--- config.mk ---
export PLATFORM = sky130hd
export DESIGN_NAME = alu_op_sequencer
export DESIGN_NICKNAME = d
export VERILOG_FILES = /design/src/rtl/alu_pkg.sv /design/src/rtl/alu_op_decode.sv /design/src/rtl/alu_op_sequencer.sv
export SDC_FILE = /design/constraint.sdc
export NUM_CORES = 1
export LEC_CHECK = 0
export CORE_MARGIN = 2
export CORE_UTILIZATION = 48
export CTS_CLUSTER_SIZE = 25
export DETAILED_ROUTE_END_ITERATION = 8
export PLACE_DENSITY = 0.85
export SLEW_MARGIN = 20
export SYNTH_ARGS = -nofsm -noshare
export SYNTH_HDL_FRONTEND = slang
export SYNTH_SLANG_ARGS = --single-unit
--- constraint.sdc ---
create_clock -name clk -period 10.9 [get_ports clk]
set_input_delay 3.27 -clock clk [delete_from_list [all_inputs] [get_ports clk]]
set_output_delay 3.27 -clock clk [all_outputs]
set_load 0.02 [all_outputs]
--- src/rtl/alu_pkg.sv ---
// Shared encodings for the ALU issue path: ALU function codes, instruction
// opcodes/funct3 values, sequencer states and flag bit positions.
package alu_pkg;

   localparam logic [2:0] ALU_ADD  = 3'b000;
   localparam logic [2:0] ALU_SUB  = 3'b001;
   localparam logic [2:0] ALU_AND  = 3'b010;
   localparam logic [2:0] ALU_OR   = 3'b011;
   localparam logic [2:0] ALU_SLT  = 3'b100;
   localparam logic [2:0] ALU_MUL  = 3'b101;
   localparam logic [2:0] ALU_ANDL = 3'b110;
   localparam logic [2:0] ALU_ORL  = 3'b111;

   localparam logic [6:0] OPC_OP      = 7'b0110011;
   localparam logic [6:0] OPC_OPIMM   = 7'b0010011;
   localparam logic [6:0] OPC_CUSTOM0 = 7'b0001011;

   localparam logic [2:0] F3_ADD = 3'b000;
   localparam logic [2:0] F3_SLT = 3'b010;
   localparam logic [2:0] F3_OR  = 3'b110;
   localparam logic [2:0] F3_AND = 3'b111;

   localparam logic [2:0] CUST_MAC    = 3'b000;
   localparam logic [2:0] CUST_ANDL   = 3'b001;
   localparam logic [2:0] CUST_ORL    = 3'b010;
   localparam logic [2:0] CUST_SLEEP  = 3'b110;
   localparam logic [2:0] CUST_WAKEUP = 3'b111;

   typedef enum logic [2:0] {
      ST_IDLE,
      ST_EXEC,
      ST_MAC2,
      ST_HOLD,
      ST_SLEEP,
      ST_WAKE
   } state_t;

   // Positions within the {zero,negative,carry,overflow} flag vector
   localparam int FLAG_Z = 3;
   localparam int FLAG_N = 2;
   localparam int FLAG_C = 1;
   localparam int FLAG_V = 0;

endpackage

--- src/rtl/alu_op_decode.sv ---
// Combinational instruction decode: maps opcode/funct3/funct7b5 onto a 3-bit ALU
// function plus the MAC/SLEEP/WAKEUP/illegal qualifiers handled by the sequencer.
import alu_pkg::*;

module alu_op_decode (
   input  logic [6:0] i_opcode,
   input  logic [2:0] i_funct3,
   input  logic       i_funct7b5,
   output logic [2:0] o_code,
   output logic       o_is_mac,
   output logic       o_is_sleep,
   output logic       o_is_wake,
   output logic       o_illegal
);

   always_comb begin
      o_code     = ALU_ADD;
      o_is_mac   = 1'b0;
      o_is_sleep = 1'b0;
      o_is_wake  = 1'b0;
      o_illegal  = 1'b0;
      case (i_opcode)
         OPC_OP, OPC_OPIMM: begin
            case (i_funct3)
               // Immediate form has no subtract; bit 30 is part of the immediate there
               F3_ADD:  o_code = (i_opcode == OPC_OP && i_funct7b5) ? ALU_SUB : ALU_ADD;
               F3_AND:  o_code = ALU_AND;
               F3_OR:   o_code = ALU_OR;
               F3_SLT:  o_code = ALU_SLT;
               default: o_illegal = 1'b1;
            endcase
         end
         OPC_CUSTOM0: begin
            case (i_funct3)
               CUST_MAC: begin
                  o_code   = ALU_MUL;
                  o_is_mac = 1'b1;
               end
               CUST_ANDL:   o_code     = ALU_ANDL;
               CUST_ORL:    o_code     = ALU_ORL;
               CUST_SLEEP:  o_is_sleep = 1'b1;
               CUST_WAKEUP: o_is_wake  = 1'b1;
               default:     o_illegal  = 1'b1;
            endcase
         end
         default: o_illegal = 1'b1;
      endcase
   end

endmodule

--- src/rtl/alu_op_sequencer.sv ---
// Issue side of the ALU: accepts decoded ops, drives the ALU (two passes for MAC),
// registers result/flags for a downstream handshake and runs the sleep/wake FSM.
import alu_pkg::*;

module alu_op_sequencer #(
   parameter int XLEN        = 32,
   parameter int WAKE_CYCLES = 2
) (
   input  logic            clk,
   input  logic            rst_n,
   input  logic            in_valid,
   output logic            in_ready,
   input  logic [6:0]      in_opcode,
   input  logic [2:0]      in_funct3,
   input  logic            in_funct7b5,
   input  logic [XLEN-1:0] in_rs1,
   input  logic [XLEN-1:0] in_rs2,
   input  logic [XLEN-1:0] in_acc,
   input  logic            wake_irq,
   output logic [XLEN-1:0] alu_a,
   output logic [XLEN-1:0] alu_b,
   output logic [2:0]      alu_f,
   input  logic [XLEN-1:0] alu_result,
   input  logic [3:0]      alu_flags,
   output logic            out_valid,
   input  logic            out_ready,
   output logic [XLEN-1:0] out_result,
   output logic [3:0]      out_flags,
   output logic            out_illegal,
   output logic            sleep_o
);

   localparam int CW = (WAKE_CYCLES > 1) ? $clog2(WAKE_CYCLES) : 1;

   state_t          r_state;
   logic [CW-1:0]   r_cnt;
   logic            r_wake_pend;
   logic [XLEN-1:0] r_result;
   logic [3:0]      r_flags;
   logic            r_illegal;

   logic [XLEN-1:0] r_rs1, r_rs2, r_acc, r_prod;
   logic [2:0]      r_op_code;
   logic            r_op_mac, r_op_sleep, r_op_wake, r_op_ill;

   logic [2:0]      w_dec_code;
   logic            w_dec_mac, w_dec_sleep, w_dec_wake, w_dec_ill;
   logic            w_in_ready;
   logic            w_accept;

   alu_op_decode u_decode (
      .i_opcode   (in_opcode),
      .i_funct3   (in_funct3),
      .i_funct7b5 (in_funct7b5),
      .o_code     (w_dec_code),
      .o_is_mac   (w_dec_mac),
      .o_is_sleep (w_dec_sleep),
      .o_is_wake  (w_dec_wake),
      .o_illegal  (w_dec_ill)
   );

   // While asleep only a WAKEUP may be accepted; HOLD passes out_ready through
   always_comb begin
      w_in_ready = 1'b0;
      case (r_state)
         ST_IDLE:  w_in_ready = 1'b1;
         ST_HOLD:  w_in_ready = out_ready & ~r_op_sleep;
         ST_SLEEP: w_in_ready = w_dec_wake;
         default:  w_in_ready = 1'b0;
      endcase
   end

   assign w_accept = in_valid & w_in_ready;

   always_comb begin
      alu_a = '0;
      alu_b = '0;
      alu_f = ALU_ADD;
      case (r_state)
         ST_EXEC: begin
            alu_a = r_rs1;
            alu_b = r_rs2;
            alu_f = r_op_code;
         end
         ST_MAC2: begin
            alu_a = r_prod;
            alu_b = r_acc;
         end
         default: ;
      endcase
   end

   // Operand/decode latches and the MAC product carry no reset: they are only
   // consumed in states that can be reached after an accept or an EXEC pass.
   always_ff @(posedge clk) begin
      if (w_accept) begin
         r_rs1      <= in_rs1;
         r_rs2      <= in_rs2;
         r_acc      <= in_acc;
         r_op_code  <= w_dec_code;
         r_op_mac   <= w_dec_mac;
         r_op_sleep <= w_dec_sleep;
         r_op_wake  <= w_dec_wake;
         r_op_ill   <= w_dec_ill;
      end
      if (r_state == ST_EXEC) r_prod <= alu_result;
   end

   always_ff @(posedge clk or negedge rst_n) begin
      if (!rst_n) begin
         r_state     <= ST_IDLE;
         r_cnt       <= '0;
         r_wake_pend <= 1'b0;
         r_result    <= '0;
         r_flags     <= '0;
         r_illegal   <= 1'b0;
      end else begin
         case (r_state)
            ST_IDLE: if (w_accept) r_state <= ST_EXEC;
            ST_EXEC: begin
               if (r_op_mac) begin
                  r_state <= ST_MAC2;
               end else begin
                  r_state   <= ST_HOLD;
                  r_illegal <= r_op_ill;
                  if (r_op_ill || r_op_sleep) begin
                     r_result <= '0;
                     r_flags  <= '0;
                  end else if (r_op_wake) begin
                     r_result <= r_rs1;
                     r_flags  <= '0;
                  end else begin
                     r_result <= alu_result;
                     r_flags  <= alu_flags;
                  end
               end
            end
            ST_MAC2: begin
               r_state   <= ST_HOLD;
               r_result  <= alu_result;
               r_flags   <= alu_flags;
               r_illegal <= 1'b0;
            end
            ST_HOLD: begin
               if (out_ready) begin
                  if (r_op_sleep)    r_state <= ST_SLEEP;
                  else if (in_valid) r_state <= ST_EXEC;
                  else               r_state <= ST_IDLE;
               end
            end
            ST_SLEEP: begin
               // An accepted WAKEUP wins over a simultaneous wake_irq and is replayed
               if (w_accept || wake_irq) begin
                  r_cnt       <= CW'(WAKE_CYCLES - 1);
                  r_wake_pend <= w_accept;
                  r_state     <= ST_WAKE;
               end
            end
            ST_WAKE: begin
               if (r_cnt == '0) r_state <= r_wake_pend ? ST_EXEC : ST_IDLE;
               else             r_cnt   <= r_cnt - CW'(1);
            end
            default: r_state <= ST_IDLE;
         endcase
      end
   end

   assign in_ready    = w_in_ready;
   assign out_valid   = (r_state == ST_HOLD);
   assign sleep_o     = (r_state == ST_SLEEP);
   assign out_result  = r_result;
   assign out_flags   = r_flags;
   assign out_illegal = r_illegal;

endmodule
# ---- After elaboration in Yosys (flattened, before gate mapping)
# Cells that the tools add are included.
dict set report word_totals {
  regBits 177
  in_bits 148
  wordCells 87
  out_inout_bits 107
}
dict set report classes {
  n_mux 37
  n_addsub 1
  reduce_logical 14
  bitwise_logic 3
  n_eq_ne 17
}
# op n
set ops {}
lappend ops {{case mux 32 bit (2 select lines)} 3}
lappend ops {{two-way mux 32 bit} 3}
lappend ops {{two-way mux 3 bit} 6}
lappend ops {{case mux 3 bit (6 select lines)} 1}
lappend ops {{two-way mux 1 bit} 13}
lappend ops {{== test 3 bit, second input constant} 4}
lappend ops {{two-way mux 4 bit} 3}
lappend ops {{case mux 3 bit (4 select lines)} 1}
lappend ops {{== test 3 x 2 -> 1 bit, second input constant} 3}
lappend ops {{case mux 3 bit (3 select lines)} 1}
lappend ops {{case mux 4 bit (2 select lines)} 1}
lappend ops {{== test 7 x 4 -> 1 bit, second input constant} 1}
lappend ops {{== test 7 x 5 -> 1 bit, second input constant} 1}
lappend ops {{== test 7 x 6 -> 1 bit, second input constant} 1}
lappend ops {{== test 3 x 1 -> 1 bit, second input constant} 2}
lappend ops {{logical NOT 3 bit} 2}
lappend ops {{!= test 2 bit, second input constant} 3}
lappend ops {{case mux 1 bit (2 select lines)} 3}
lappend ops {{case mux 3 bit (2 select lines)} 1}
lappend ops {{AND reduction 2 bit} 3}
lappend ops {{OR reduction 5 bit} 1}
lappend ops {{!= test 2 x 1 -> 1 bit, second input constant} 2}
lappend ops {{AND reduction 4 bit} 1}
lappend ops {{nonzero test 2 bit} 2}
lappend ops {{8 further kinds} 10}

# ---- Depth between registers and ports, before layout
# Gate-level depths: netlist of run 1.
dict set report logic_depth {
  ltp_word 8
  mapped_depth 6
  mapped_depth_nobuf 4
}

# ---- By module
# A second synthesis of run 1 with hierarchy kept.
dict set report unflattened {
  hier_cells 419
  area_unflattened_um2 7166.9
}
# module instances cells_each area_each_um2
set modules_own_cells {}
lappend modules_own_cells {alu_op_sequencer 1 393 6962.9}
lappend modules_own_cells {alu_op_decode 1 26 203.9}

# ---- Worst setup path after synthesis of run 1
# Ideal clock, no wire load.
dict set report synth_timing {
  kind {in2out}
  startpoint {input port in_opcode[6]}
  endpoint {output port in_ready}
  slack_ns 3.350
  path_stages 4
  required_ns 7.630
  arrival_time_ns 4.280
  path_buffers 0
  path_cell_list {and4bb_2 nand3_1 o21a_1 o32ai_1}
}
dict set report synth_between {
  elab_chain_len 3
}
# item line_no
set synth_lines {}
lappend synth_lines {{start: declaration} alu_op_sequencer.sv:13} ;# input logic [6:0] in_opcode,
lappend synth_lines {{== test 7 x 4 -> 1 bit} alu_op_decode.sv:22} ;# case (i_opcode)
lappend synth_lines {{two-way mux 1 bit} alu_op_decode.sv:22}
lappend synth_lines {{case mux 1 bit (3 select lines)} alu_op_sequencer.sv:65} ;# case (r_state)
lappend synth_lines {{end: declaration} alu_op_sequencer.sv:12} ;# output logic in_ready,
# Every way passes these cells.

# ---- Final worst setup path of run 1
# Same ends and word-level chain as after synthesis.

==> flow_summary.toml, run 1 <==
[floorplanning]
fp-row-count = 44
dieArea_sq_um = 15600
core_sq_um = 14400
chipWidth_microns = 125
dieHeight_microns = 125
io_pins = 255
start_util_pct = 48.7

[timing]
slew_violations = 0
slew_headroom_pct = 31.8
rsz0062_at_grt = "false"
fin_setup_tns_ps = 0
setup_violations = 0
setup_ws_ps = 2370
tightest_slew_ps = 1020
holdWs_ps = 486
fin_crit_sh_pct = 78.2
clock_skew_ps = 9.81
post-route-min-period_ps = 8530
hold_violations = 0
max_freq_ghz = 0.117

[layout]
drive_gt1_share_pct = 6.87
nFillCells = 895
fin_nets = 819
final_core_util_pct = 71.5
syn2layout_area_growth_pct = 46.8
final_area_sq_um = 10300
final_cells = 868
diodes = 0

[yosys]
seq_area_frac_synth_pct = 73.0
synth_compound_area_share_pct = 14.9
synthTopCellsByArea = "edfxtp_1, dfrtp_1, a22o_1, mux2i_1, o2bb2ai_1"
synth_cells = 423
synthSimpleGateAreaFrac_pct = 4.78
netlist_area_sq_um = 6990
synthXorXnorAreaFrac_pct = 0
yosysWarnings = 0
synth_flop_cell = "edfxtp_1"
synth-edff-count = 135
synth_top_area_share_pct = 58.0
synth_common_cells = "edfxtp_1, a22o_1, dfrtp_1"
async_flop_share_pct = 23.7
synth_mux_area_share_pct = 4.72
yosysMostFrequentCell = "edfxtp_1"
yosysUniqueCellTypes = 48
yosys_register_bits = 177
syn_area_per_cell_sq_um = 16.5
syn-num-nets = 571
synth_top_family_by_area = "compound AO/OA/AOI/OAI gates"
yosys.area.top_type = "edfxtp_1"
synth_adder_area_share_pct = 0

[worst_setup_path]
cp_slowest_cell = "clkdlybuf4s50_1"
cp_common_cell = "clkdlybuf4s50_1"
startpoint = "in_opcode[6]"
start_kind = "input pin"
crit_family = "buffers and inverters"
slowest_delay_ps = 670
crit_buf_inv = 2
cp_cell_sequence = "clkdlybuf4s50_1 > and4bb_2 > nand3_1 > o21a_1 > o32ai_1 > clkdlybuf4s50_1"
timing.rr.start = "r_state[2]$_DFFE_PN0P_"
cp.arrival_ps = 5260
worst-path-max-fanout = 7
required_ps = 7630
crit_type = "in2out"
end_kind = "primary output"

[worst_hold_path]
holdCritStartpoint = "r_wake_pend$_DFFE_PN0P_"
hp-class = "reg2reg"

[clocking]
cts.clk_slew.worst_paths_ps = 60
h-tree-depth = 4
holdBufCountCts = 0
cts_made_buffers = 17
clock-sinks = 177
tritoncts = "built"
cts_buffer_depth = 2
post-cts-setup-buffer-count = 0
clkLatencyLatePin_ps = 420
root_buffer = "clkbuf_16"
cts_resized = 0

[grt]
first_global_vias = 4994
antenna_found_initial = 0
gr-total-overflow = 0
grt_max_degree = 69
grt_pass1_wl_mm = 28.5
grtUsageTotal_pct = 23.8

[placement]
port_buffers = 254
dp_cells = 836
post-place-ws_ps = 2400
dp_hpwl_mm = 12.3
place.gp.congestion = 0.898
placed_cell_area_sq_um = 9670

[power_and_ir_drop]
peakVddDrop_mv = 0.148
powerDensity_nw_per_um2 = 282
swShare_pct = 35.7
leakagePower_nw = 3.79
finalPower_mw = 2.89
intPower_mw = 1.86
seqPwrFrac_pct = 35.3
power_frac_comb_pct = 43.6
clkPwrFrac_pct = 21.0
power_switching_mw = 1.03

[status]
status = "finished, final reports clean"

[flow_run]
max_cap_viol_count = 0

[drt]
drt_iter0_drc = 432
drc = 0
first_pass_iters = 5
vias_per_cell = 5.66
wl_per_cell_microns = 21.0
wirelength_mm = 18.3
vias = 4911
ant_nets = 0
==> power groups by stage <==
stage	Sequential, mW	Clock (mW)	Combinational [mW]
3_3_place_gp	1.02	0	1.24
2_1_floorplan	1.08	0	0.645
3_5_place_dp	1.03	0	1.26
4_1_cts	1.02	0.619	1.27
6_report	1.02	0.609	1.26
5_1_grt	1.04	0.652	1.33
==> kinds of logic (layout without fill, tap and decap cells) <==
kind of cell | Yosys count | in the layout
muxes | 33 | 33
AOI/OAI and AO/OA | 121 | 121
buffers and inverters | 35 | 296
DFF | 177 | 177
and+or+nand+nor | 57 | 57
==> flip-flops by register name, summed over array words and instances (netlist names), 3 cells and up <==
name,count
r_state,3
r_prod,32
r_op_code,3
r_rs2,32
r_acc,32
r_rs1,32
out_result,32
out_flags,4
==> cell type report <==
| class | instances | area, sq um | share of cell area [%] |
|---|---|---|---|
| repair buffers | 259 | 2580 | 25.1 |
| clock inverters | 13 | 159 | 1.55 |
| multi-input cells | 211 | 1750 | 17.0 |
| well taps | 184 | 230 | 2.24 |
| flip-flops and latches | 177 | 5100 | 49.7 |
| inverters | 5 | 18.8 | 0.183 |
| clock buffers | 19 | 433 | 4.22 |
==> final timing paths <==
check / end / slack [ps] / cells past startpoint
min: r_wake_pend$_DFFE_PN0P_ / 490 / 2
min reg2reg: r_wake_pend$_DFFE_PN0P_ / 490 / 2
max reg2reg: r_op_code[1]$_DFFE_PP_ / 7770 / 4
max in group asynchronous: out_result[2]$_DFFE_PN0P_ / 7660 / 1
max: in_ready / 2370 / 6
min in group asynchronous: out_result[17]$_DFFE_PN0P_ / 2850 / 1
==> tightest hold or removal path, cell delays in order, from the launching register on <==
cell	delay, ps
dfrtp_1	350
nand2_1	50
nand2_1	50
==> layout by cell type (no fill, tap or decap), types with 3 or more instances in the layout <==
master           instances
a22o_1                  64
nand3_1                  5
o211ai_1                 3
and2_1                   3
dfrtp_1                 42
and3_1                   4
clkinv_2                 3
mux2i_1                 33
buf_4                    6
nand2_1                 14
inv_6                    3
nor2_1                   7
edfxtp_1               135
bufinv_16                3
inv_1                    4
clkbuf_16               17
clkdlybuf4s50_1        253
nor2_4                   3
o2bb2ai_1               36
==> routing by layer <==
metal	routed length, microns	GRT usage (%)	vias to the layer above
met5	0	0	-
met4	313	7.93	0
met3	1520	6.87	26
met2	9030	38.8	251
met1	7400	30.8	2433
li1	-	-	2201
(Power assumes the default switching activity.)
==> run 2, diff against run 1 <==
CORE_UTILIZATION = 45   (was 48)
PLACE_DENSITY = 0.81   (was 0.85)
clock period = 7.9 ns   (was 10.9 ns; I/O delays follow)
==> run 2 against run 1 <==
Highest routed layer is now met5. Sequential share of layout area is 0.35 points lower. Global-route usage shrank 1.4 points. Sequential power is 38% higher. Count of clock-buffer cells in the layout fell by 2. Register-to-register slack worse by 3000 ps. Wire length up 1.1%. First-iteration DRC count fell by 34%.
==> flow_summary.toml, run 2 (same netlist as run 1, synthesis figures left out) <==
[layout]
nFillCells = 1075
fin_nets = 820
syn2layout_area_growth_pct = 47.9
final_cell_mix = "clkdlybuf4s50_1, edfxtp_1, a22o_1, dfrtp_1, o2bb2ai_1"
final_core_util_pct = 68.0
diodes = 0
drive_gt1_share_pct = 7.30
layout_commonest_cell = "clkdlybuf4s50_1"

[timing]
rsz0062_at_grt = "false"
slew_violations = 0
setup_violations = 0
post-route-min-period_ps = 6700
slew_headroom_pct = 33.7
hold_violations = 0
fin_crit_sh_pct = 84.8
clock_skew_ps = 11.4
tightest_slew_ps = 992
max_freq_ghz = 0.149
fin_setup_tns_ps = 0

[worst_setup_path]
slowest_delay_ps = 650
start_kind = "input pin"
cp_slowest_cell = "clkdlybuf4s50_1"
cp.arrival_ps = 4330
crit_type = "in2out"
cp_common_cell = "clkdlybuf4s50_1"
worst-path-max-fanout = 7
cp_cell_sequence = "clkdlybuf4s50_1 > and4bb_2 > nand3_1 > o21a_1 > o32ai_1 > clkdlybuf4s50_1"
required_ps = 5530
end_kind = "primary output"

[clocking]
post-cts-setup-buffer-count = 0
root_buffer = "clkbuf_16"
tritoncts = "built"
cts_buffer_depth = 2
holdBufCountCts = 0
cts_resized = 0
cts_made_buffers = 17
cts.clk_slew.worst_paths_ps = 70
h-tree-depth = 4
clock-sinks = 177
clkLatencyLatePin_ps = 430

[power_and_ir_drop]
intPower_mw = 2.62
power_frac_comb_pct = 43.1
swShare_pct = 35.4
power_switching_mw = 1.43
clkPwrFrac_pct = 22.1
seqPwrFrac_pct = 34.8
leakagePower_nw = 3.82
powerDensity_nw_per_um2 = 391
peakVddDrop_mv = 0.252

[placement]
place.gp.congestion = 0.761
dp_hpwl_mm = 12.3
port_buffers = 254

[drt]
drc = 0
ant_nets = 0
wl_per_cell_microns = 21.1
vias = 4889
wirelength_mm = 18.5
first_pass_iters = 4
drt_iter0_drc = 286
vias_per_cell = 5.60

[grt]
grt_pass1_wl_mm = 28.0
antenna_found_initial = 0
grtUsageTotal_pct = 22.4
first_global_vias = 5063
grt_max_degree = 63
gr-total-overflow = 0

[status]
status = "finished, final reports clean"

[flow_run]
max_cap_viol_count = 0

[floorplanning]
dieArea_sq_um = 16600
start_util_pct = 46.0
fp-row-count = 45
core_sq_um = 15200
dieHeight_microns = 129
io_pins = 255
chipWidth_microns = 129

[worst_hold_path]
hp-class = "reg2reg"
run 2: metrics by stage:
step	power, mW	setup slack [ps]	area, sq um	hold WS, ps	instances
final	4.05	1200	10300	489	873
after CTS	4.08	1180	10300	492	873
after detailed placement	3.18	1190	9710	473	841
after floorplan	2.38	2150	6990	446	423
after global placement	3.13	1250	9690	465	840
after global routing	4.24	1070	10300	509	873
run 2: worst max-delay path, delay by kind of cell:
kind,cells,cell delay (ps)
AOI/OAI and AO/OA,2,380
buffers and inverters,2,1100
and+or+nand+nor,2,470
run 2: path summary, 6_finish.rpt:
path	start	to	slack, ps	cells past startpoint
min in group asynchronous	rst_n	out_flags[0]$_DFFE_PN0P_	1950	1
hold / removal	out_flags[3]$_DFFE_PN0P_	out_flags[3]$_DFFE_PN0P_	490	1
setup / recovery	in_opcode[1]	in_ready	1200	6
max in group asynchronous	rst_n	out_result[15]$_DFFE_PN0P_	5540	1
hold reg to reg	out_flags[3]$_DFFE_PN0P_	out_flags[3]$_DFFE_PN0P_	490	1
setup reg to reg	r_state[2]$_DFFE_PN0P_	r_op_mac$_SDFFCE_PP0P_	4750	4
run 2: cell type report:
class,count,area (sq um),share of cell area [%]
Tap cell,188,235,2.27
Multi-Input combinational cell,211,1750,16.9
Clock inverter,15,201,1.95
Sequential cell,177,5100,49.4
Clock buffer,17,425,4.11
Timing Repair Buffer,260,2610,25.2
Inverter,5,18.8,0.181
run 2: power by group through the flow:
stage | combinational [mW] | sequential, mW | clock, mW
after floorplan | 0.890 | 1.49 | 0
after global placement | 1.73 | 1.41 | 0
after detailed placement | 1.75 | 1.42 | 0
after CTS | 1.77 | 1.41 | 0.911
after global routing | 1.86 | 1.43 | 0.948
final | 1.75 | 1.41 | 0.895
run 2: per-layer routing:
layer	vias up	track usage (%)	part of all wire, %
met3	27	7.90	8.5
met1	2395	27.6	40
met4	2	7.61	1.8
met2	250	37.1	49
li1	2215	-	-
met5	-	0	0.33
==> edit 1 (settings of run 2) <==
Encoding of `state_t`: now one-hot (6 bits for 6 states).
--- a/src/rtl/alu_pkg.sv
+++ b/src/rtl/alu_pkg.sv
@@ -28,9 +28,9 @@
 
-   typedef enum logic [2:0] {
-      ST_IDLE,
-      ST_EXEC,
-      ST_MAC2,
-      ST_HOLD,
-      ST_SLEEP,
-      ST_WAKE
+   typedef enum logic [5:0] {
+      ST_IDLE  = 6'b000001,
+      ST_EXEC  = 6'b000010,
+      ST_MAC2  = 6'b000100,
+      ST_HOLD  = 6'b001000,
+      ST_SLEEP = 6'b010000,
+      ST_WAKE  = 6'b100000
    } state_t;
Behaviour: same outputs for any inputs over 10 cycles, from zero or initial values and one cycle with rst_n low; not proved beyond that.
==> edit 1 against run 2 <==
  * Sequential power grew 3%
  * Worst setup slack lost 0.18 ns
  * Routed wire length shrank 4.2%
  * Via count grew 2.5%
  * Clock power shrank 2.7%
  * Total power shrank 13%
  * Cell area grew 0.39%
  * Worst hold slack lost 0.0035 ns
  * Highest routed layer is now met4
  * Fmax shrank 2.7%
  * Critical endpoint unchanged
  * Clock skew is essentially flat
  * Sequential cell count grew 3
  * Critical path type unchanged
  * Synthesized area grew 0.41%
  * Combinational power shrank 31%
==> edit 1: results (changes against run 2) <==
reg2reg start r_state[3]; register-to-register setup slack 4.61 ns (-0.14 ns); DRT iter0 DRCs 340 (+19%); Final nets 860 (+4.9%); FF-to-FF End out_result[1]; leakage 3.85 nW (+0.91%); Setup TNS 0 ns (unchanged); Synth Area in Compound Gates 13.3% (-1.6 points); # fillers 1085 (+0.93%); CTS buffer count 17 (unchanged); Synth top cells by count 135 x edfxtp_1, 64 x a22o_1, 49 x nand2_1; syn nets 607 (+6.3%); CP endpoint in_ready; DR WL/cell 19.4 um (-8.4%); vias in the first global route 5055 (-0.16%); hold depth 2 (+1); largest net degree at the start of global routing 105 (+67%); Setup Skew 0.0115 ns (+0.000164 ns); number of distinct library cells after synthesis 45 (-6.3%); Clock Latency Late Sink 0.43 ns (about the same); asr flop ratio synth 25.0% (+1.3 points); Synth Area in XOR/XNOR 0.125% (+0.12 points); status complete, no violations; clk slew on worst S/H paths 0.07 ns (about the same); Placed Area 0.00974 mm^2 (+0.28%); Worst EP arrival 4.51 ns (+0.18 ns); first-pass GRT wire length 26500 um (-5.2%); hpwl dp 11900 um (-3.0%); sequential fraction of the synthesis area 73.8% (+0.79 points); Final GP Congestion 0.821 (+7.9%); layout cells sized above 1 6.90% (-0.40 points); largest cells by area after synthesis edfxtp_1 58%, dfrtp_1 16%, a22o_1 8.0%; post-CTS setup buffers 0 (unchanged); H-tree depth 4 (unchanged); slew of the pin with the lowest slew margin 1.03 ns (+0.0427 ns); Peak supply drop 0.168 mV (-33%); GR Util All Layers 21.2% (-1.3 points); Crit Path Max Fanout 4 (-3); R2R cell count 8 (+4); vias 5012 (+2.5%); CP startpoint in_opcode[0]; mux cell area share after synthesis 4.70% (-0.019 points)
-- edit 1: power by group --
part / switching [W] / internal (W)
Combinational: 0.000664 / 0.000539
Sequential: 0.000116 / 0.00133
Clock: 0.000389 / 0.000482
-- edit 1: layer usage --
layer / part of all wire [%] / global-route usage, %
met1: 40 / 25.6
met2: 50 / 35.6
met3: 8.2 / 6.94
met4: 2.0 / 7.74
met5: 0 / 0
-- edit 1: layout make-up --
type                            instances  area, um^2  share of cell area (%)
Clock buffer                           17         425                    4.10
Clock inverter                         15         189                    1.82
Inverter                                6        23.8                   0.229
Multi-Input combinational cell        246        1700                    16.4
Sequential cell                       180        5180                    49.9
Tap cell                              188         235                    2.27
Timing Repair Buffer                  261        2620                    25.3
-- edit 1: critical path, cell delays in order --
cell             delay [ns]
clkdlybuf4s50_1        0.45
nor4bb_1               0.41
and3_1                 0.29
nand2_1                0.09
inv_1                  0.08
nand2_1                0.11
nand2_1                0.09
clkdlybuf4s50_1        0.61
-- edit 1: through the flow --
stage	setup WS (ns)	std cells
6_report	1.02	913
5_1_grt	0.923	913
4_1_cts	1.00	912
3_5_place_dp	1.00	880
3_3_place_gp	1.13	880
2_1_floorplan	1.43	459
-- edit 1: how the worst min path moves through the flow --
stage                        start        endpoint  slack, ns
floorplan              r_wake_pend     r_wake_pend       0.46
global placement     out_result[2]   out_result[2]       0.46
detailed placement   out_result[7]   out_result[7]       0.48
CTS                 out_result[19]  out_result[19]       0.49
global route         out_result[4]   out_result[4]       0.52
finish              out_result[19]  out_result[19]       0.49
-- edit 1: cell families after synthesis --
kind of cell | Yosys count
AOI/OAI and AO/OA | 129
xor gates and xnor gates | 1
buffers and inverters | 33
DFF | 180
muxes | 33
and+or+nand+nor | 83
==> edit 2 (config.mk and constraints of run 2) <==
Without the edit above. Change the parameter `WAKE_CYCLES` from 2 to 4.
--- a/src/rtl/alu_op_sequencer.sv
+++ b/src/rtl/alu_op_sequencer.sv
@@ -6,3 +6,3 @@
    parameter int XLEN        = 32,
-   parameter int WAKE_CYCLES = 2
+   parameter int WAKE_CYCLES = 4
 ) (
Function: changed (a bounded check fails within 10 cycles, from zero or initial values and one cycle with rst_n low).
==> edit 2 against run 2 <==
  * Clock skew decreased by 0.0028 ns
  * Routed wire length is 4.2% lower
  * Total power down 2.8%
  * Worst hold slack barely moved
  * Worst setup slack worse by 0.11 ns
  * Non-clock buffer count up 1
  * Cell area down 0.76%
  * Count of clock-buffer cells in the layout unchanged
  * Synthesized area up 0.30%
  * Via count down 1.4%
  * Sequential cell count is 1 higher
  * Cell count down 0.11%
  * Critical endpoint unchanged
==> edit 2: results (changes against run 2) <==
status complete, no violations; syn nets 571 (unchanged); sequential fraction of the synthesis area 73.1% (+0.14 points); met1 WL 6920 um (-6.1%); Peak supply drop 0.226 mV (-10%); layout cells sized above 1 7.46% (+0.16 points); Setup Skew 0.00853 ns (-0.00284 ns); Post-synth EDFFs 135 (unchanged); final max-slew violation count 0 (unchanged); CP startpoint in_opcode[3]; Synth Area in XOR/XNOR 0% (unchanged); asr flop ratio synth 24.2% (+0.43 points); CTS Buffer Depth 2 (unchanged); Most used DFF post-synth edfxtp_1; Post-Synth Adder-Cell Area 0.178% (+0.18 points); Final GP Congestion 0.826 (+8.6%); Synth Warn # 0 (unchanged); Root Driver clkbuf_16; vias in the first global route 5058 (-0.099%); GR Util All Layers 21.3% (-1.1 points); vias 4819 (-1.4%); Min-Delay Startpoint out_result[4]; largest cells by area after synthesis edfxtp_1 58%, dfrtp_1 15%, a22o_1 8.0%; Synth top cells by count 135 x edfxtp_1, 64 x a22o_1, 43 x dfrtp_1; met3 WL 1580 um (+0.19%); min-delay worst type flip-flop to flip-flop; # fillers 1046 (-2.7%); met2 wire len 8810 um (-3.4%); # DRC 0 (unchanged); DR top layer met5; post-CTS setup buffers 0 (unchanged); first-pass iteration count of the detailed router 6 (+2); I/O Buffers 254 (unchanged); initial antenna violation count 1 (+1); first-pass GRT wire length 26700 um (-4.6%); leakage 3.80 nW (-0.41%); Placed Area 0.00970 mm^2 (-0.12%); hpwl dp 12100 um (-1.3%); Synth Area in Compound Gates 14.5% (-0.38 points); H-tree depth 4 (unchanged); Worst EP arrival 4.44 ns (+0.11 ns); number of distinct library cells after synthesis 43 (-10%); Crit Path Max Fanout 5 (-2); Post-CTS Resized 0 (unchanged); DR WL/cell 20.3 um (-4.1%); largest net degree at the start of global routing 80 (+27%); DRT iter0 DRCs 278 (-2.8%); Clock Latency Late Sink 0.43 ns (about the same); slew of the pin with the lowest slew margin 1.10 ns (+0.104 ns); mux cell area share after synthesis 5.19% (+0.47 points); Seq. cell area 0.00513 mm^2 (+0.49%)
==> edit 2: changes by cell type after synthesis, sizes merged, moves of 3 or more <==
| cell | run 2 | this run |
|---|---|---|
| a21oi | 1 | 4 |
| nor2 | 10 | 7 |
| nor2b | 1 | 4 |
| o211ai | 3 | 0 |
| mux2 | 0 | 3 |
| nand2 | 15 | 11 |
==> edit 2: metal layers <==
layer / up-vias / GRT usage [%]
met4: 2 / 8.31
met3: 33 / 7.94
met2: 219 / 35.5
li1: 2198 / -
met1: 2367 / 25.2
met5: - / 0
==> edit 2: logic make-up after synthesis <==
family,after synthesis
DFF,178
AOI/OAI and AO/OA,119
and+or+nand+nor,52
buffers and inverters,36
muxes,36
adders and majority gates,1
==> edit 2: stage by stage <==
step / instances / hold slack [ns] / setup slack (ns)
after floorplan: 422 / 0.461 / 1.63
after global placement: 840 / 0.473 / 1.19
after detailed placement: 840 / 0.473 / 1.13
after CTS: 872 / 0.492 / 1.11
after global routing: 872 / 0.502 / 0.952
final: 872 / 0.489 / 1.09
==> edit 2: critical path: stages <==
cell,delay [ns]
clkdlybuf4s50_1,0.48
nor3b_1,0.48
nand3_1,0.23
a21oi_1,0.24
clkdlybuf4s50_1,0.63
==> edit 2: final cells by class <==
cell class	instances	area share, %
inverters	5	0.183
repair buffers	261	25.3
flip-flops and latches	178	50.0
clock buffers	17	4.15
clock inverters	15	1.30
multi-input cells	208	16.8
well taps	188	2.29
==> edit 2: where the power goes <==
part           leakage, nW  switching (W)  internal [W]
logic                 1.75       0.000934      0.000788
registers             1.78       0.000121       0.00130
clock network        0.275       0.000360      0.000436
==> edit 2: path summary, 6_finish.rpt <==
| check | to | slack (ns) | depth (start not counted) |
|---|---|---|---|
| hold reg to reg | out_result[4] | 0.49 | 1 |
| max in group asynchronous | out_result[7] | 5.54 | 1 |
| setup reg to reg | r_rs1[5] | 4.91 | 5 |
| setup / recovery | in_ready | 1.09 | 5 |
| hold / removal | out_result[4] | 0.49 | 1 |
| min in group asynchronous | out_flags[2] | 1.96 | 1 |
